### config.mk
export PLATFORM = sky130hd
export DESIGN_NAME = w_xor_accum
export DESIGN_NICKNAME = d
export VERILOG_FILES = /design/src/rtl/w_xor_accum.sv
export SDC_FILE = /design/constraint.sdc
export NUM_CORES = 1
export LEC_CHECK = 0
export ABC_AREA = 1
export BUFFER_PORTS_ARGS = -buffer_cell sky130_fd_sc_hd__buf_4
export CORE_ASPECT_RATIO = 1.25
export CORE_MARGIN = 1.5
export CORE_UTILIZATION = 30
export DETAILED_ROUTE_END_ITERATION = 8
export GPL_TIMING_DRIVEN = 0
export PLACE_DENSITY = 0.51
export SLEW_MARGIN = 20
export SYNTH_ARGS = -nofsm -noshare
export SYNTH_HDL_FRONTEND = slang
export SYNTH_SLANG_ARGS = --single-unit
### constraint.sdc
create_clock -name clk_i -period 2.55 [get_ports clk_i]
set_clock_uncertainty 0.15 [all_clocks]
set_input_delay 0.3825 -clock clk_i [delete_from_list [all_inputs] [get_ports clk_i]]
set_output_delay 0.3825 -clock clk_i [all_outputs]
set_load 0.005 [all_outputs]
### src/rtl/w_xor_accum.sv
// w_xor_accum: registered XOR/XNOR of two buses, per beat (pass) or folded over a frame (accumulate).
// Define W_XOR_ACCUM_PARITY_EN to add a registered parity bit of Y; otherwise parity_o is tied low.
module w_xor_accum #(
    parameter int WIDTH = 4,
    parameter int CNT_W = 8
) (
    input  logic             clk_i,
    input  logic             rst_n_i,
    input  logic             clr_i,
    input  logic             in_valid_i,
    input  logic [1:0]       mode_i,
    input  logic             last_i,
    input  logic [WIDTH-1:0] a_i,
    input  logic [WIDTH-1:0] b_i,
    output logic [WIDTH-1:0] y_o,
    output logic             out_valid_o,
    output logic             busy_o,
    output logic [CNT_W-1:0] cnt_o,
    output logic             ovf_o,
    output logic             parity_o
);
    typedef enum logic [1:0] {IDLE = 2'd0, ACCUM = 2'd1, DONE = 2'd2} state_e;

    localparam logic [CNT_W-1:0] CNT_MAX = '1;
    localparam logic [CNT_W-1:0] CNT_ONE = CNT_W'(1);

    state_e           state_q;
    logic [WIDTH-1:0] acc_q, y_q;
    logic             inv_q, out_valid_q, busy_q, ovf_q;
    logic [CNT_W-1:0] cnt_q;

    logic [WIDTH-1:0] ab, acc_d, y_d;
    logic             y_load;

    assign ab    = a_i ^ b_i;
    assign acc_d = acc_q ^ ab;

    // Result load decision shared by the FSM and the optional parity register.
    always_comb begin
        y_load = 1'b0;
        y_d    = y_q;
        if (!clr_i && in_valid_i) begin
            if (state_q == IDLE && (!mode_i[1] || last_i)) begin
                y_load = 1'b1;
                y_d    = ab ^ {WIDTH{mode_i[0]}};
            end else if (state_q == ACCUM && last_i) begin
                y_load = 1'b1;
                y_d    = acc_d ^ {WIDTH{inv_q}};
            end
        end
    end

    always_ff @(posedge clk_i or negedge rst_n_i) begin
        if (!rst_n_i) begin
            state_q     <= IDLE;
            acc_q       <= '0;
            y_q         <= '0;
            inv_q       <= 1'b0;
            out_valid_q <= 1'b0;
            busy_q      <= 1'b0;
            ovf_q       <= 1'b0;
            cnt_q       <= '0;
        end else if (clr_i) begin
            state_q     <= IDLE;
            acc_q       <= '0;
            y_q         <= '0;
            inv_q       <= 1'b0;
            out_valid_q <= 1'b0;
            busy_q      <= 1'b0;
            ovf_q       <= 1'b0;
            cnt_q       <= '0;
        end else begin
            out_valid_q <= y_load;
            if (y_load) y_q <= y_d;
            case (state_q)
                IDLE: begin
                    if (in_valid_i) begin
                        cnt_q <= CNT_ONE;
                        ovf_q <= 1'b0;
                        if (mode_i[1]) begin
                            inv_q  <= mode_i[0];
                            busy_q <= 1'b1;
                            if (last_i) begin
                                state_q <= DONE;
                            end else begin
                                acc_q   <= ab;
                                state_q <= ACCUM;
                            end
                        end
                    end
                end
                ACCUM: begin
                    if (in_valid_i) begin
                        acc_q <= acc_d;
                        // Saturate instead of wrapping; the lost beat is flagged sticky.
                        if (cnt_q == CNT_MAX) ovf_q <= 1'b1;
                        else                  cnt_q <= cnt_q + CNT_ONE;
                        if (last_i) state_q <= DONE;
                    end
                end
                DONE: begin
                    acc_q   <= '0;
                    state_q <= IDLE;
                    busy_q  <= 1'b0;
                end
                default: begin
                    state_q <= IDLE;
                    busy_q  <= 1'b0;
                end
            endcase
        end
    end

`ifdef W_XOR_ACCUM_PARITY_EN
    logic parity_q;

    always_ff @(posedge clk_i or negedge rst_n_i) begin
        if (!rst_n_i)    parity_q <= 1'b0;
        else if (clr_i)  parity_q <= 1'b0;
        else if (y_load) parity_q <= ^y_d;
    end

    assign parity_o = parity_q;
`else
    assign parity_o = 1'b0;
`endif

    assign y_o         = y_q;
    assign out_valid_o = out_valid_q;
    assign busy_o      = busy_q;
    assign cnt_o       = cnt_q;
    assign ovf_o       = ovf_q;

endmodule

==> reports/results.txt, run 1 <==
Post-Route WL -> 3.921 mm
Post-synth EDFFs -> 0
dominant cell type by area after synthesis -> dfrtp_1
Cells after Synth -> 250
Syn Nets -> 269
Worst Path Arrival -> 2.03 ns
initial antenna violation count -> 0
Main synth FF type -> dfrtp_1
worst-margin pin slew -> 0.5423 ns
Power Density -> 754.9 nW/um^2
startpoint types -> flop
mean post-synth cell area -> 6.276 um^2
Die Span X -> 67.69 um
final hold violation count -> 0
DR vias -> 1,614
largest net degree at the start of global routing -> 23
Area growth syn-to-layout -> 22.97%
Cell variety after synth -> 21
fin crit share -> 0.7741
achievable clock frequency -> 0.5066 GHz
setup TNS -> 0 ns
Worst-path clk slew -> 0.08 ns
Critical Path RT -> 2.61 ns
status -> completed
Final Max Tran Viols -> 0
detail-routed via count per cell -> 4.665
Max Cap Violations -> 0
Post-CTS Setup Bufs -> 0
ANT nets after route -> 0
Resize count post-CTS -> 0
met2 WL -> 2.070 mm
Seq/Total Area, Yosys -> 0.3509
placed inst area -> 1864 um^2
total power -> 1.457 mW
Hold WC Path Type -> primary input to flop
Max VDD drop -> 0.2736 mV
wire length on met3 -> 140 um
CTS tree -> built
leakage power total -> 1.076 nW
CTS root buf -> clkbuf_8
GRT overflow -> 0
top sig layer -> met4
Sink Count -> 22
Fillers -> 559
synthesized area -> 1569 um^2
Final Critical Period -> 1.974 ns
Rows -> 29
I/O Pins -> 31
port bufs -> 29
hold buffer count at cts -> 1
Setup-failing EPs final -> 0
H-tree Lvls -> 1
Setup CP Type -> flop to flop
reg2reg setup slack -> 0.58 ns
fin nets -> 304
most common cell after layout, fill and taps aside -> nand2_1
RSZ-0062 raised after global routing -> no
DRT iter0 DRCs -> 77
CTS max path bufs -> 2
post-DP HPWL -> 3.079 mm
core footprint -> 5044 um^2
Post-synth ARST share -> 1.000
Routed wire per std cell -> 11.33 um
M1 WL -> 1.675 mm
Die ar. -> 5676 um^2
vias in the first global route -> 1,548
Worst Path Max Fanout -> 8
CP endpoint kind -> flop
first-pass GRT wire length -> 6.879 mm
post-synth top area share -> 0.3509
Rel. slew slack -> 0.6385
Yosys reg bits -> 22
most frequent cells in the layout -> nand2_1 (97), nand3_1 (39), inv_1 (34)
total CTS buffers -> 3
largest cells by area after synthesis -> dfrtp_1 (35%), nand2_1 (23%), nand3_1 (12%)
Synth Warn # -> 0
starting density of the core -> 0.3111
DRC viols -> 0
DR pass1 iterations -> 4
Design Area, Final -> 1929 um^2
Die Ht -> 83.86 um
Antenna diodes -> 0
Total Routing Usage GR -> 0.1573
Worst-Skew Late Latency -> 0.26 ns
GPL Wtd Cong -> 0.7773
layout cell share with drive strength beyond 1 -> 0.1338
==> path summary, 6_finish.rpt <==
| check | from | to | depth (start not counted) |
|---|---|---|---|
| min in group asynchronous | rst_n_i | cnt_o[2] | 2 |
| worst min register to register | y_o[0] | y_o[0] | 2 |
| max in group asynchronous | rst_n_i | inv_q | 2 |
| worst min-delay path | mode_i[1] | busy_o | 3 |
| worst max-delay path | state_q[1] | acc_q[2] | 9 |
| worst max register to register | state_q[1] | acc_q[2] | 9 |
==> synth_stat cells, types with 2 or more instances <==
cell type,count
nand4_1,5
o21ai_0,13
inv_2,2
nand3_1,39
nand2_1,97
dfrtp_1,22
nand3b_1,4
ha_1,4
inv_1,34
nor2_1,19
==> metrics by stage <==
| stage | hold slack [ns] | util | std cells | setup slack, ns |
|---|---|---|---|---|
| final | 0.2331 | 0.3825 | 346 | 0.5762 |
| after global routing | 0.2617 | 0.3825 | 346 | 0.3579 |
| after CTS | 0.2380 | 0.3825 | 346 | 0.5683 |
| after detailed placement | 0.1570 | 0.3696 | 341 | 0.5870 |
| after global placement | 0.1552 | 0.3696 | 341 | 0.5856 |
| after floorplan | -0.06309 | - | 250 | 0.9551 |
==> layer usage <==
metal,vias up,GRT usage
li1,861,-
met2,31,0.2799
met1,718,0.1934
met4,0,0.04453
met5,-,0
met3,4,0.01619
==> cells by family (layout without fill, tap and decap cells) <==
group,after synthesis,count (layout),synth area share
and+or+nand+nor,166,166,0.4482
buffers and inverters,38,72,0.09330
DFF,22,22,0.3509
AOI/OAI and AO/OA,18,18,0.06779
adders and majority gates,4,4,0.03190
other,1,1,0.002390
xor gates and xnor gates,1,1,0.005583
==> registers in the layout (all words and copies together) (netlist names) <==
signal       flops
cnt_o            8
acc_q            4
y_o              4
state_q          2
busy_o           1
inv_q            1
out_valid_o      1
ovf_o            1
==> cell type report <==
class	instances	area, um^2	area share
flip-flops and latches	22	550.5	0.2853
multi-input cells	190	872.1	0.4520
plain buffers	2	11.26	0.005837
clock buffers	4	55.05	0.02853
inverters	36	135.1	0.07004
well taps	62	77.57	0.04021
repair buffers	30	227.7	0.1180
==> worst max-delay path: stages, from the launching register on <==
cell and delay, ns:
dfrtp_1 0.36, inv_1 0.08, ha_1 0.28, inv_2 0.16, nand2_1 0.09, nand2_1 0.11
nand4_1 0.37, nor2_1 0.21, nand2_1 0.07, nand2_1 0.06
==> where the power goes <==
part | leakage, nW | internal (mW) | total (mW) | switching, mW
clock network | 0.0288 | 0.138 | 0.259 | 0.121
logic | 0.751 | 0.264 | 0.717 | 0.454
registers | 0.296 | 0.423 | 0.480 | 0.0570
total | 1.08 | 0.824 | 1.46 | 0.632
Power figures use the tool's default switching activity.
==> run 2: changes to the inputs <==
- clock period: 2.55 -> 1.9 ns (I/O delays scaled with it)
==> reports/results.txt, run 2 (synthesis results as in run 1) <==
ANT nets after route -> 0 (unchanged)
max FFs per register -> 8 (unchanged)
Die Ht -> 83.86 um (unchanged)
H-tree Lvls -> 1 (unchanged)
Post-Route WL -> 4.004 mm (+2.1%)
Critical Path Sink -> acc_q[3]
GRT overflow -> 0 (unchanged)
GPL Wtd Cong -> 0.7773 (unchanged)
Worst Path Max Fanout -> 8 (unchanged)
Hold WC Path Type -> primary input to flop
Setup CP Type -> flop to flop
DR vias -> 1,622 (+0.50%)
RSZ-0062 raised after global routing -> yes
Routed wire per std cell -> 11.54 um (+1.8%)
Final Critical Period -> 1.746 ns (-0.2276 ns)
starting density of the core -> 0.3111 (unchanged)
startpoint types -> flop
CTS tree -> built
final hold violation count -> 0 (unchanged)
Antenna diodes -> 0 (unchanged)
Sink Count -> 22 (unchanged)
reg2reg setup slack -> 0.15 ns (-0.42 ns)
most common cell after layout, fill and taps aside -> nand2_1
port bufs -> 29 (unchanged)
CP endpoint kind -> flop
layout cell share with drive strength beyond 1 -> 0.1509 (+0.01707)
initial antenna violation count -> 0 (unchanged)
Reg-to-Reg End -> acc_q[3]
post-route setup slack -> 0.1538 ns (-0.4224 ns)
Setup-failing EPs final -> 0 (unchanged)
Crit. Startpoint -> state_q[1]
detail-routed via count per cell -> 4.674 (+0.21%)
area occupied by multi-input gates -> 892.1 um^2 (+2.3%)
Max Cap Violations -> 0 (unchanged)
fin nets -> 305 (+0.33%)
Fillers -> 555 (-0.72%)
total power -> 2.004 mW (+38%)
CTS max path bufs -> 2 (unchanged)
most frequent cells in the layout -> nand2_1 (97), nand3_1 (38), inv_1 (33)
Total Routing Usage GR -> 0.1589 (+0.001630)
Die Span X -> 67.69 um (unchanged)
worst-margin pin slew -> 0.5427 ns (+0.0004277 ns)
Worst-Skew Late Latency -> 0.27 ns (about the same)
Die ar. -> 5676 um^2 (unchanged)
worst-case reg-to-reg path depth -> 10 (+1)
CTS root buf -> clkbuf_8
Rel. slew slack -> 0.6382 (about the same)
Critical Path RT -> 1.91 ns (-0.70 ns)
DRT iter0 DRCs -> 89 (+16%)
DR pass1 iterations -> 4 (unchanged)
core footprint -> 5044 um^2 (unchanged)
Rows -> 29 (unchanged)
Hold Crit Depth -> 3 (unchanged)
status -> completed
largest net degree at the start of global routing -> 23 (unchanged)
DRC viols -> 0 (unchanged)
Area growth syn-to-layout -> 24.88%
WHS -> 0.1387 ns (-0.09443 ns)
fin crit share -> 0.9191 (+0.1450)
I/O Pins -> 31 (unchanged)
achievable clock frequency -> 0.5727 GHz (+13%)
leakage power total -> 1.081 nW (+0.45%)
Final Util -> 0.3885 (+0.005954)
Max VDD drop -> 0.3900 mV (+43%)
r2r startpoint -> state_q[1]
Power Density -> 1023 nW/um^2 (+36%)
post-DP HPWL -> 3.079 mm (unchanged)
first-pass GRT wire length -> 6.941 mm (+0.90%)
pre-CTS setup slack -> -0.06296 ns (-0.6500 ns)
vias in the first global route -> 1,561 (+0.84%)
FF/Latch Area -> 550.5 um^2 (unchanged)
Final Max Tran Viols -> 0 (unchanged)
Worst-path clk slew -> 0.09 ns (about the same)
Worst Path Arrival -> 1.76 ns (-0.27 ns)
total CTS buffers -> 3 (unchanged)
## run 2: changes by cell type in the layout (fill, tap and decap cells not counted), sizes merged
| cell | delta |
|---|---|
| buf | +1 |
## run 2: timing repair
item	4_1_cts	5_1_grt
gates cloned	0	0
hold buffers	1	0
pin swaps	1	0
setup buffers	1	0
endpoints found under the hold margin	22	0
gates resized for setup	1	6
endpoints found under the setup margin	11	17
## run 2: worst min-delay path by stage
| stage | startpoint | end | slack, ns |
|---|---|---|---|
| floorplan | rst_n_i | acc_q[0] | -0.16 |
| detailed placement | rst_n_i | cnt_o[2] | 0.06 |
| finish | mode_i[1] | busy_o | 0.14 |
| CTS | mode_i[1] | busy_o | 0.14 |
| global placement | rst_n_i | cnt_o[2] | 0.06 |
| global route | mode_i[1] | busy_o | 0.16 |
## run 2: power by group
group          switching, mW  leakage (nW)  internal, mW  total, mW
Clock                  0.162        0.0288         0.185      0.347
Combinational          0.631         0.756         0.381       1.01
Sequential            0.0778         0.296         0.568      0.645
Total                  0.871          1.08          1.13       2.00
## run 2: critical path, cell delays in order, from the launching register on
cell	delay [ns]
dfrtp_1	0.39
inv_1	0.11
ha_2	0.27
inv_4	0.09
nand2_1	0.08
nand2_1	0.09
nand4_1	0.12
buf_4	0.18
nor2_1	0.05
nand2_1	0.06
nand2_1	0.05
## run 2: area by class of cell
type / count / area share
buffer: 2 / 0.005747
clock buffer: 4 / 0.02810
inverter: 36 / 0.07024
multi-input combinational: 190 / 0.4553
sequential: 22 / 0.2810
tap: 62 / 0.03959
timing repair buffer: 31 / 0.1201
## run 2: per-layer routing
metal	part of all wire	wire length (um)	vias up	global-route usage
li1	-	-	862	-
met1	0.43	1704	736	0.1934
met2	0.54	2160	20	0.2852
met3	0.026	103	4	0.01619
met4	0.0087	35	0	0.04453
met5	0	0	-	0
## run 2: metrics by stage
stage | TNS, ns | cells | area [um^2]
6_report | 0 | 347 | 1959
5_1_grt | -0.009897 | 347 | 1959
4_1_cts | 0 | 347 | 1939
2_1_floorplan | 0 | 250 | 1569
3_3_place_gp | -0.2643 | 341 | 1864
3_5_place_dp | -0.2914 | 341 | 1864
==> run 3: changes to the inputs <==
- GPL_TIMING_DRIVEN: 0 -> default
- RECOVER_POWER: default -> 50
==> reports/results.txt, run 3 (synthesis results as in run 1) <==
status -> completed
Area growth syn-to-layout -> 23.13%
Max VDD drop -> 0.2733 mV (-30%)
Worst-path clk slew -> 0.08 ns (about the same)
Worst Path Max Fanout -> 8 (unchanged)
met2 WL -> 2.090 mm (-3.2%)
Sw Share -> 0.4340 (-0.0006081)
setup TNS -> 0 ns (unchanged)
CTS root buf -> clkbuf_8
placed cell count -> 342 (+0.29%)
GRT overflow -> 0 (unchanged)
Antenna diodes -> 0 (unchanged)
Worst-Skew Late Latency -> 0.26 ns (about the same)
post-DP HPWL -> 3.214 mm (+4.4%)
first-pass GRT wire length -> 6.693 mm (-3.6%)
CTS tree -> built
M1 WL -> 1.671 mm (-1.9%)
DRC viols -> 0 (unchanged)
total CTS buffers -> 3 (unchanged)
CTS max path bufs -> 2 (unchanged)
Max Cap Violations -> 0 (unchanged)
DRT iter0 DRCs -> 105 (+18%)
DR vias -> 1,642 (+1.2%)
Final Critical Period -> 1.735 ns (-0.01073 ns)
Total Routing Usage GR -> 0.1514 (-0.007522)
wire length on met3 -> 128 um (+24%)
fin crit share -> 0.9134 (-0.005646)
layout cell share with drive strength beyond 1 -> 0.1404 (-0.01053)
Sink Count -> 22 (unchanged)
initial antenna violation count -> 0 (unchanged)
Power Density -> 1003 nW/um^2 (-2.0%)
pre-CTS setup slack -> 0.02782 ns (+0.09078 ns)
startpoint types -> flop
RSZ-0062 raised after global routing -> no
Clk pwr share -> 0.146 (-0.027)
max FFs per register -> 8 (unchanged)
detail-routed via count per cell -> 4.732 (+1.2%)
Die Span X -> 67.69 um (unchanged)
starting density of the core -> 0.3111 (unchanged)
Worst Path Arrival -> 1.74 ns (-0.02 ns)
Hold WC Path Type -> primary input to flop
Rows -> 29 (unchanged)
Critical Path RT -> 1.90 ns (about the same)
leakage power total -> 1.078 nW (-0.28%)
fin nets -> 306 (+0.33%)
WHS -> 0.1532 ns (+0.01453 ns)
achievable clock frequency -> 0.5762 GHz (+0.62%)
most frequent cells in the layout -> nand2_1 (97), nand3_1 (39), inv_1 (34)
Setup-failing EPs final -> 0 (unchanged)
core footprint -> 5044 um^2 (unchanged)
most common cell after layout, fill and taps aside -> nand2_1
Internal Dissipation -> 1.096 mW (-3.3%)
largest net degree at the start of global routing -> 23 (unchanged)
final non-filler cell total -> 347 (unchanged)
Die Ht -> 83.86 um (unchanged)
Post-Route WL -> 3.964 mm (-1.0%)
final hold violation count -> 0 (unchanged)
Sw Pwr -> 0.8406 mW (-3.5%)
post-route setup slack -> 0.1645 ns (+0.01073 ns)
GPL Wtd Cong -> 0.8403 (+8.1%)
CP endpoint kind -> flop
Setup CP Type -> flop to flop
I/O Pins -> 31 (unchanged)
total power -> 1.937 mW (-3.4%)
port bufs -> 29 (unchanged)
DR pass1 iterations -> 4 (unchanged)
worst-margin pin slew -> 0.5700 ns (+0.02721 ns)
vias in the first global route -> 1,534 (-1.7%)
Gate power share -> 0.524 (+0.019)
Routed wire per std cell -> 11.42 um (-1.0%)
top sig layer -> met4
H-tree Lvls -> 1 (unchanged)
sequential fraction of design power -> 0.330 (+0.008)
Rel. slew slack -> 0.6200 (-0.01814)
ANT nets after route -> 0 (unchanged)
Final Max Tran Viols -> 0 (unchanged)
Die ar. -> 5676 um^2 (unchanged)
[run 3: worst paths after layout]
kind	startpoint	to	slack [ns]	cells past startpoint
max reg2reg	state_q[0]	acc_q[3]	0.16	9
max in group asynchronous	rst_n_i	inv_q	0.82	2
max	state_q[0]	acc_q[3]	0.16	9
min reg2reg	y_o[0]	y_o[0]	0.34	2
min in group asynchronous	rst_n_i	cnt_o[2]	0.40	2
min	mode_i[1]	busy_o	0.15	3
[run 3: critical path, cell delays in order (launching register included)]
cell,delay [ns]
dfrtp_1,0.38
inv_1,0.07
ha_1,0.34
inv_1,0.19
nand2_1,0.08
nand4_1,0.07
buf_4,0.16
nor2_1,0.05
nand2_1,0.07
nand2_1,0.06
[run 3: routing by layer]
metal  up-vias  GRT usage
met3         6    0.01889
met4         0    0.04824
met2        29     0.2727
met1       745     0.1785
met5         -          0
li1        862          -
[run 3: area by class of cell]
| cell class | count | area, um^2 |
|---|---|---|
| fillers | 575 | 3112 |
| multi-input cells | 190 | 872.1 |
| well taps | 62 | 77.57 |
| clock buffers | 3 | 41.29 |
| flip-flops and latches | 22 | 550.5 |
| inverters | 36 | 135.1 |
| repair buffers | 34 | 255.2 |
[run 3: timing repair]
action,CTS,global route
setup buffers,0,1
gates cloned,0,0
resized for setup,0,0
endpoints found under the setup margin,1,4
endpoints found under the hold margin,22,0
pin swaps,1,0
hold buffers,1,0
[run 3: stage by stage]
stage / cell area [um^2] / util
final: 1932 / 0.3830
after global routing: 1932 / 0.3830
after CTS: 1927 / 0.3820
after detailed placement: 1876 / 0.3719
after global placement: 1876 / 0.3719
after floorplan: 1569 / -
[run 3: power by group through the flow]
stage / clock network [mW] / registers [mW] / logic (mW)
finish: 0.283 / 0.638 / 1.02
global route: 0.321 / 0.654 / 1.17
CTS: 0.302 / 0.639 / 1.02
detailed placement: 0 / 0.649 / 1.01
global placement: 0 / 0.647 / 1.02
floorplan: 0 / 0.642 / 0.665
